**src/rtl/countdown_timer_ctrl_pkg.sv**
```systemverilog
// Shared definitions for the min:sec countdown timer: state encodings and BCD digit limits.
// The display stage imports the same package so both sides agree on encodings.
package countdown_timer_ctrl_pkg;

    typedef enum logic [1:0] {
        ST_IDLE  = 2'd0,
        ST_RUN   = 2'd1,
        ST_PAUSE = 2'd2,
        ST_ALARM = 2'd3
    } timer_state_t;

    localparam logic [3:0] BCD_TENS_MAX = 4'd5;
    localparam logic [3:0] BCD_ONES_MAX = 4'd9;

endpackage

```
**src/rtl/countdown_timer_ctrl_bcd60_step.sv**
```systemverilog
// Combinational mod-60 BCD step on {tens,ones}: +1 when dec=0, -1 when dec=1.
// wrap flags 59->00 on increment and 00->59 on decrement (carry/borrow out).
module bcd60_step
    import countdown_timer_ctrl_pkg::*;
(
    input  logic [3:0] tens,
    input  logic [3:0] ones,
    input  logic       dec,
    output logic [3:0] next_tens,
    output logic [3:0] next_ones,
    output logic       wrap
);

    always_comb begin
        next_tens = tens;
        next_ones = ones;
        wrap      = 1'b0;
        if (dec) begin
            if (ones == 4'd0) begin
                next_ones = BCD_ONES_MAX;
                if (tens == 4'd0) begin
                    next_tens = BCD_TENS_MAX;
                    wrap      = 1'b1;
                end else begin
                    next_tens = tens - 4'd1;
                end
            end else begin
                next_ones = ones - 4'd1;
            end
        end else begin
            if (ones >= BCD_ONES_MAX) begin
                next_ones = 4'd0;
                if (tens >= BCD_TENS_MAX) begin
                    next_tens = 4'd0;
                    wrap      = 1'b1;
                end else begin
                    next_tens = tens + 4'd1;
                end
            end else begin
                next_ones = ones + 4'd1;
            end
        end
    end

endmodule

```
**src/rtl/countdown_timer_ctrl.sv**
```systemverilog
// Kitchen min:sec countdown timer: button-driven setup, 1 s tick countdown, timed alarm.
// state | meaning
// IDLE  | stopped, digits editable, start needs nonzero time
// RUN   | counting down on tick_sec, reaching 00:00 raises the alarm
// PAUSE | digits held, editable, start resumes if nonzero
// ALARM | alarm high for ALARM_SEC ticks or until any button
module countdown_timer_ctrl
    import countdown_timer_ctrl_pkg::*;
#(
    parameter int ALARM_SEC = 10
) (
    input  logic       clk,
    input  logic       reset_n,
    input  logic       tick_sec,
    input  logic       btn_start,
    input  logic       btn_inc_min,
    input  logic       btn_inc_sec,
    input  logic       btn_clear,
    output logic [3:0] sec1,
    output logic [3:0] sec10,
    output logic [3:0] min1,
    output logic [3:0] min10,
    output logic       running,
    output logic       alarm,
    output logic [1:0] state
);

    timer_state_t st;
    logic [5:0]   alarm_cnt;
    logic [3:0]   sec10_nxt, sec1_nxt, min10_nxt, min1_nxt;
    logic         sec_wrap, min_wrap;
    logic         dec_mode, time_zero, last_tick, any_btn;

    assign dec_mode  = (st == ST_RUN);
    assign time_zero = ({min10, min1, sec10, sec1} == 16'h0000);
    assign last_tick = ({min10, min1, sec10, sec1} == 16'h0001);
    assign any_btn   = btn_start | btn_inc_min | btn_inc_sec | btn_clear;
    assign state     = st;

    bcd60_step u_sec_step (
        .tens      (sec10),
        .ones      (sec1),
        .dec       (dec_mode),
        .next_tens (sec10_nxt),
        .next_ones (sec1_nxt),
        .wrap      (sec_wrap)
    );

    // Minutes step on their own when incrementing, and only on a seconds borrow when counting down.
    bcd60_step u_min_step (
        .tens      (min10),
        .ones      (min1),
        .dec       (dec_mode),
        .next_tens (min10_nxt),
        .next_ones (min1_nxt),
        .wrap      (min_wrap)
    );

    always_ff @(posedge clk or negedge reset_n) begin
        if (!reset_n) begin
            st        <= ST_IDLE;
            {min10, min1, sec10, sec1} <= 16'h0000;
            running   <= 1'b0;
            alarm     <= 1'b0;
            alarm_cnt <= 6'd0;
        end else begin
            case (st)
                ST_IDLE, ST_PAUSE: begin
                    if (btn_clear) begin
                        st      <= ST_IDLE;
                        running <= 1'b0;
                        {min10, min1, sec10, sec1} <= 16'h0000;
                    end else if (btn_start) begin
                        if (!time_zero) begin
                            st      <= ST_RUN;
                            running <= 1'b1;
                        end
                    end else if (btn_inc_min) begin
                        {min10, min1} <= {min10_nxt, min1_nxt};
                    end else if (btn_inc_sec) begin
                        {sec10, sec1} <= {sec10_nxt, sec1_nxt};
                    end
                end
                ST_RUN: begin
                    if (btn_clear) begin
                        st      <= ST_IDLE;
                        running <= 1'b0;
                        {min10, min1, sec10, sec1} <= 16'h0000;
                    end else if (btn_start) begin
                        st      <= ST_PAUSE;
                        running <= 1'b0;
                    end else if (tick_sec) begin
                        // A borrow out of 00:00 cannot occur from RUN; treat it as expiry anyway.
                        if (last_tick || (sec_wrap && min_wrap)) begin
                            st        <= ST_ALARM;
                            running   <= 1'b0;
                            alarm     <= 1'b1;
                            alarm_cnt <= 6'(ALARM_SEC);
                            {min10, min1, sec10, sec1} <= 16'h0000;
                        end else begin
                            {sec10, sec1} <= {sec10_nxt, sec1_nxt};
                            if (sec_wrap)
                                {min10, min1} <= {min10_nxt, min1_nxt};
                        end
                    end
                end
                ST_ALARM: begin
                    {min10, min1, sec10, sec1} <= 16'h0000;
                    if (any_btn || (tick_sec && alarm_cnt <= 6'd1)) begin
                        st        <= ST_IDLE;
                        alarm     <= 1'b0;
                        alarm_cnt <= 6'd0;
                    end else if (tick_sec) begin
                        alarm_cnt <= alarm_cnt - 6'd1;
                    end
                end
                default: begin
                    st        <= ST_IDLE;
                    running   <= 1'b0;
                    alarm     <= 1'b0;
                    alarm_cnt <= 6'd0;
                end
            endcase
        end
    end

endmodule

```
**config.mk**
```make
export PLATFORM = sky130hd
export DESIGN_NAME = countdown_timer_ctrl
export DESIGN_NICKNAME = d
export VERILOG_FILES = /design/src/rtl/countdown_timer_ctrl_pkg.sv /design/src/rtl/countdown_timer_ctrl_bcd60_step.sv /design/src/rtl/countdown_timer_ctrl.sv
export SDC_FILE = /design/constraint.sdc
export NUM_CORES = 1
export LEC_CHECK = 0
export BUFFER_PORTS_ARGS = -buffer_cell sky130_fd_sc_hd__buf_4
export CAP_MARGIN = 30
export CORE_ASPECT_RATIO = 1.2
export CORE_MARGIN = 2
export CORE_UTILIZATION = 45
export CTS_CLUSTER_DIAMETER = 30
export DETAILED_ROUTE_END_ITERATION = 8
export SETUP_SLACK_MARGIN = 0.15
export SYNTH_ARGS = -nofsm -noshare
export SYNTH_HDL_FRONTEND = slang
export SYNTH_SLANG_ARGS = --single-unit
```
**constraint.sdc**
```tcl
create_clock -name clk -period 4.4 [get_ports clk]
set_clock_uncertainty 0.15 [all_clocks]
set_input_delay 0.22 -clock clk [delete_from_list [all_inputs] [get_ports clk]]
set_output_delay 0.22 -clock clk [all_outputs]
set_load 0.005 [all_outputs]
```
# Yosys cells after proc, flatten, opt, wreduce, memory -nomap -nowiden
# Cells that the tools add are included.
# Widths: inputs -> output; s select.
# totals
out_inout_bits,20
word_cells,157
regBits,26
# classes
n_eq_ne,21
magnitude_cmp,5
muxes,92
n_bitwise,3
n_reduce_logical,19
n_addsub,9
# ops
cell,n
$mux 4,48
$pmux 4 s3,4
$mux 6,6
$ne 3x3->1 const B,9
$mux 1,22
$reduce_and 5->1,4
$add 4x1->4 const B,4
$eq 16x1->1 const B,1
$logic_not 16->1,1
$logic_not 4->1,4
$mux 2,8
$sub 4x1->4 const B,4
$pmux 6 s2,1
$reduce_and 6->1,2
$ge 4x3->1 const B,2
$ge 4x4->1 const B,2
$ne 2x2->1 const B,4
$ne 4x3->1 const B,2
$le 6x1->1 const B,1
$pmux 2 s3,1
$sub 6x1->6 const B,1
$eq 2x2->1 const B,2
$ne 4x4->1 const B,1
$pmux 1 s2,2
8 further kinds,13

# Logic depth before layout (Yosys ltp)
# logic_depth
word_depth,11
mapped_depth,8
depth_no_buf,7

# Hierarchy
# Synthesis repeated with hierarchy kept, for this count alone.
# hier_totals
cells_unflattened,287
area_unflattened_um2,2409.8
# by_module_without_submodules
module,area_per_inst_um2,cells_each,instances,seq_area_each_um2
countdown_timer_ctrl,1408.9,135,1,650.6
bcd60_step,500.5,76,2,0.0

# Least setup slack after synthesis
# Ideal clock, no wire load.
# synth_timing
kind,register to register
start,reg min1[0]
end,reg alarm_cnt[3]
setup_time_ns,0.121
arrival_time_ns,1.969
synth_period_minus_slack_ns,2.240
required_time_ns,4.129
path_stages_with_launch,8
setup_slack_ns,2.160
cell_sequence,dfrtp_1 -> inv_1 -> ha_1 -> nor3b_4 -> nand3_1 -> a221oi_2 -> o21ai_1 -> a22o_1
# synth_between
elab_chain_len,7
# synth_rtl
item,line,text
"start, declared",countdown_timer_ctrl.sv:21,"output logic [3:0] min1,"
"start signal, assigned",countdown_timer_ctrl.sv:79,"{min10, min1} <= {min10_nxt, min1_nxt};"
"start signal, assigned",countdown_timer_ctrl.sv:103,"{min10, min1} <= {min10_nxt, min1_nxt};"
$ge 4x4->1 / $logic_not 4->1 (equally long branches),"countdown_timer_ctrl_bcd60_step.sv:31, countdown_timer_ctrl_bcd60_step.sv:19",
$mux 1 (on tied branches),"countdown_timer_ctrl_bcd60_step.sv:31, countdown_timer_ctrl_bcd60_step.sv:19",
$mux 1,countdown_timer_ctrl_bcd60_step.sv:18,if (dec) begin
$logic_and 1x1->1,countdown_timer_ctrl.sv:94,if (last_tick || (sec_wrap && min_wrap)) begin
$logic_or 1x1->1 *,countdown_timer_ctrl.sv:94,
$ne 2x1->1 (no source line) *,n/a,
$reduce_and 6->1 (no source line) *,n/a,
"end signal, assigned",countdown_timer_ctrl.sv:98,alarm_cnt <= 6'(ALARM_SEC);
"end signal, assigned",countdown_timer_ctrl.sv:114,alarm_cnt <= alarm_cnt - 6'd1;
"end, declared",countdown_timer_ctrl.sv:29,logic [5:0] alarm_cnt;
# Every way passes the cells marked *; elsewhere a longest branch is shown, timed or not.
# A chain may end at the register's enable or synchronous reset.

# Worst setup path after layout
# layout_timing
start,"reg st[0], in the netlist state[0]"
end,"reg st[1], in the netlist state[1]"
# layout_between
elab_chain_len,6
# layout_rtl
item,line,text
"start, declared",countdown_timer_ctrl.sv:28,timer_state_t st;
"start signal, assigned",countdown_timer_ctrl.sv:61,st <= ST_IDLE;
"start signal, assigned",countdown_timer_ctrl.sv:70,st <= ST_IDLE;
"start signal, assigned",countdown_timer_ctrl.sv:75,st <= ST_RUN;
$eq 2x1->1,"countdown_timer_ctrl.sv:34, countdown_timer_ctrl.sv:67",
$mux 1,countdown_timer_ctrl_bcd60_step.sv:18,
$logic_and 1x1->1,countdown_timer_ctrl.sv:94,
$logic_or 1x1->1,countdown_timer_ctrl.sv:94,
$ne 4x3->1 (no source line),n/a,
$reduce_and 5->1 (no source line),n/a,
# Parallel ways exist; a longest one is shown, timed or not.

==> flow_metrics.env <==
export IMPL_drv_slew=0
export IMPL_groute_usage_overall_pct=20.2
export IMPL_syn_inst=277
export IMPL_die_h_um=82.7
export IMPL_via_count=2125
export IMPL_drt_iter0_markers=129
export IMPL_power_frac_clock_pct=11.0
export IMPL_clkSinkCount=26
export IMPL_setup_tns_ns=0
export IMPL_design_area_mm2=0.00257
export IMPL_fp_dieW_um=69.6
export IMPL_fill_cells=480
export IMPL_worstPathArrival_ns=2.72
export IMPL_root_buffer="clkbuf_8"
export IMPL_status="finished clean"
export IMPL_ant_nets=0
export IMPL_startpoint_type="flop"
export IMPL_cts_tree="built"
export IMPL_drive_gt1_share_pct=19.5
export IMPL_p_total_w=0.00147
export IMPL_final_nets=315
export IMPL_end_kind="flop"
export IMPL_finalCritPeriodShare_pct=61.5
export IMPL_synth_edf_count=0
export IMPL_holdWs_ns=0.0559
export IMPL_wire_per_inst_um=16.1
export IMPL_antenna_found_initial=0
export IMPL_rows=28
export IMPL_powerDensity_mw_per_mm2=573
export IMPL_worstMarginPinSlew_ns=0.750
export IMPL_grt_pass1_wl_mm=9.38
export IMPL_numPortBuffers=26
export IMPL_max_freq_ghz=0.369
export IMPL_yosysTopAreaCell="dfrtp_1"
export IMPL_ys_ff_latch=26
export IMPL_synth_area_mm2=0.00232
export IMPL_grt_pass1_vias=1879
export IMPL_synth_top_area_share_pct=28.0
export IMPL_worstSetupPathType="reg2reg"
export IMPL_p_int_w=0.000762
export IMPL_antenna_cells=0
export IMPL_htree_levels=1
export IMPL_syn_nets=298
export IMPL_synth_warnings=0
export IMPL_synth_main_ff_cell="dfrtp_1"
export IMPL_hp_class="in2reg"
export IMPL_slew_headroom_pct=50.0
export IMPL_syn_area_per_cell_um2=8.39
export IMPL_rsz0062_at_grt="false"
export IMPL_grt_max_degree=27
export IMPL_switchingPower_w=0.000708
export IMPL_path_max_fanout=21
export IMPL_dieArea_mm2=0.00576
export IMPL_path_clk_slew_ns=0.10
export IMPL_grt_overflow=0
export IMPL_postCtsSetupRepairBufs=0
export IMPL_place_area_mm2=0.00250
export IMPL_p_sw_share_pct=48.2
export IMPL_ir_drop_mv=0.255
export IMPL_finalHoldViolations=0
export IMPL_routed_wl_mm=5.68
export IMPL_setup_viol=0
export IMPL_ios=27
export IMPL_synth_cell_type_count=67
export IMPL_ys_seq_area_share_pct=28.0
export IMPL_clockBufferDepth=2
export IMPL_yosys_top_cells_area="dfrtp_1 28%, ha_1 7.5%, nand2_1 4.5%, nor2_1 3.6%, o21ai_0 3.4%"
export IMPL_core_mm2=0.00494
export IMPL_fin_crit_ns=2.71
export IMPL_ys_async_sr_fraction_pct=100
export IMPL_layout_commonest_cell="nand2_1"
export IMPL_seq_area_um2=651
export IMPL_maxCapViolations=0
export IMPL_start_util_pct=47.1
export IMPL_total_leakage_power_nw=1.05
export IMPL_clk_latency_ns=0.28
export IMPL_combPwrFrac_pct=58.7
export IMPL_via_per_inst=6.02
export IMPL_most_common_layout_cells="28 x nand2_1, 26 x dfrtp_1, 26 x buf_4"
export IMPL_dr_pass1_iters=4
export IMPL_pwr_share_seq_pct=30.3
export IMPL_cts_buffers=3
export IMPL_drc=0
export IMPL_areaGrowthSynthToFinish_pct=10.4
export IMPL_multiInputGateArea_mm2=0.00151
export IMPL_hpwlAfterDp_mm=4.16
export IMPL_cp_data_required_time_ns=4.42
export IMPL_globalplace_congestion=0.792
## power by group through the flow
stage | Sequential [W] | Clock (W) | Combinational, W
after global routing | 0.000464 | 0.000177 | 0.000960
after global placement | 0.000448 | 0 | 0.000860
final | 0.000445 | 0.000162 | 0.000862
after CTS | 0.000444 | 0.000167 | 0.000863
after detailed placement | 0.000450 | 0 | 0.000857
after floorplan | 0.000389 | 0 | 0.000690
## metrics by stage
step | instances | setup slack, ns | utilization [%]
CTS | 353 | 1.72 | 52.0
detailed placement | 348 | 1.76 | 50.6
finish | 353 | 1.69 | 52.0
floorplan | 277 | 2.16 | -
global placement | 348 | 1.77 | 50.6
global route | 353 | 1.37 | 52.0
## metal layers
layer  GRT usage [%]  wire, um
met5               0         0
met4            6.54       106
met3            2.18       217
met2            33.3      2650
met1            28.1      2710
## synth_stat cells (3+ instances only)
cell type   n
o22a_1      3
ha_1       14
nor3_1     12
o21ai_2     4
o31ai_1     4
nand2b_1    5
nand4b_1    3
o21ai_0    16
a22o_1      5
dfrtp_1    26
nor3_2      3
buf_2       9
nor2_1     22
inv_1      17
nor4_1      5
or3_1       3
nor3b_1     4
o22ai_1     4
nand3_1     8
buf_6       3
o41ai_1     3
a21oi_1    14
a31oi_1     9
nand2_1    28
## timing repair
action,in CTS,in global routing
endpoints found under the hold margin,26,0
hold buffers,1,0
resized for setup,0,0
## critical path: stages, from the launching register on
cell	delay [ns]
dfrtp_1	0.57
nand2b_1	0.63
nand3_1	0.33
nor4_1	0.48
nor4b_2	0.12
o41ai_1	0.31
## kinds of logic after synthesis
logic type | share of synthesized area [%]
buf+inv | 6.94
mux | 0.431
simple gates | 28.4
compound gates | 28.7
flops | 28.0
fa+ha+maj | 7.54
## cell type report
| type | count | area share [%] |
|---|---|---|
| flip-flops and latches | 26 | 25.4 |
| repair buffers | 27 | 8.00 |
| inverters | 18 | 2.63 |
| multi-input cells | 218 | 58.9 |
| well taps | 60 | 2.93 |
| clock buffers | 4 | 2.15 |
## flip-flops by register name, indices dropped and copies added (netlist names)
signal     flops
sec1           4
running        1
alarm_cnt      6
min1           4
sec10          4
alarm          1
state          2
min10          4
## final timing paths
path	startpoint	endpoint	slack, ns	cells past startpoint
min	btn_clear	state[0]	0.06	2
max	state[0]	state[1]	1.69	5
max reg2reg	state[0]	state[1]	1.69	5
min in group asynchronous	reset_n	alarm_cnt[4]	0.23	2
max in group asynchronous	reset_n	min10[0]	3.59	2
min reg2reg	alarm_cnt[5]	alarm_cnt[5]	0.33	1
No activity file was read; power rests on OpenSTA's default activity.
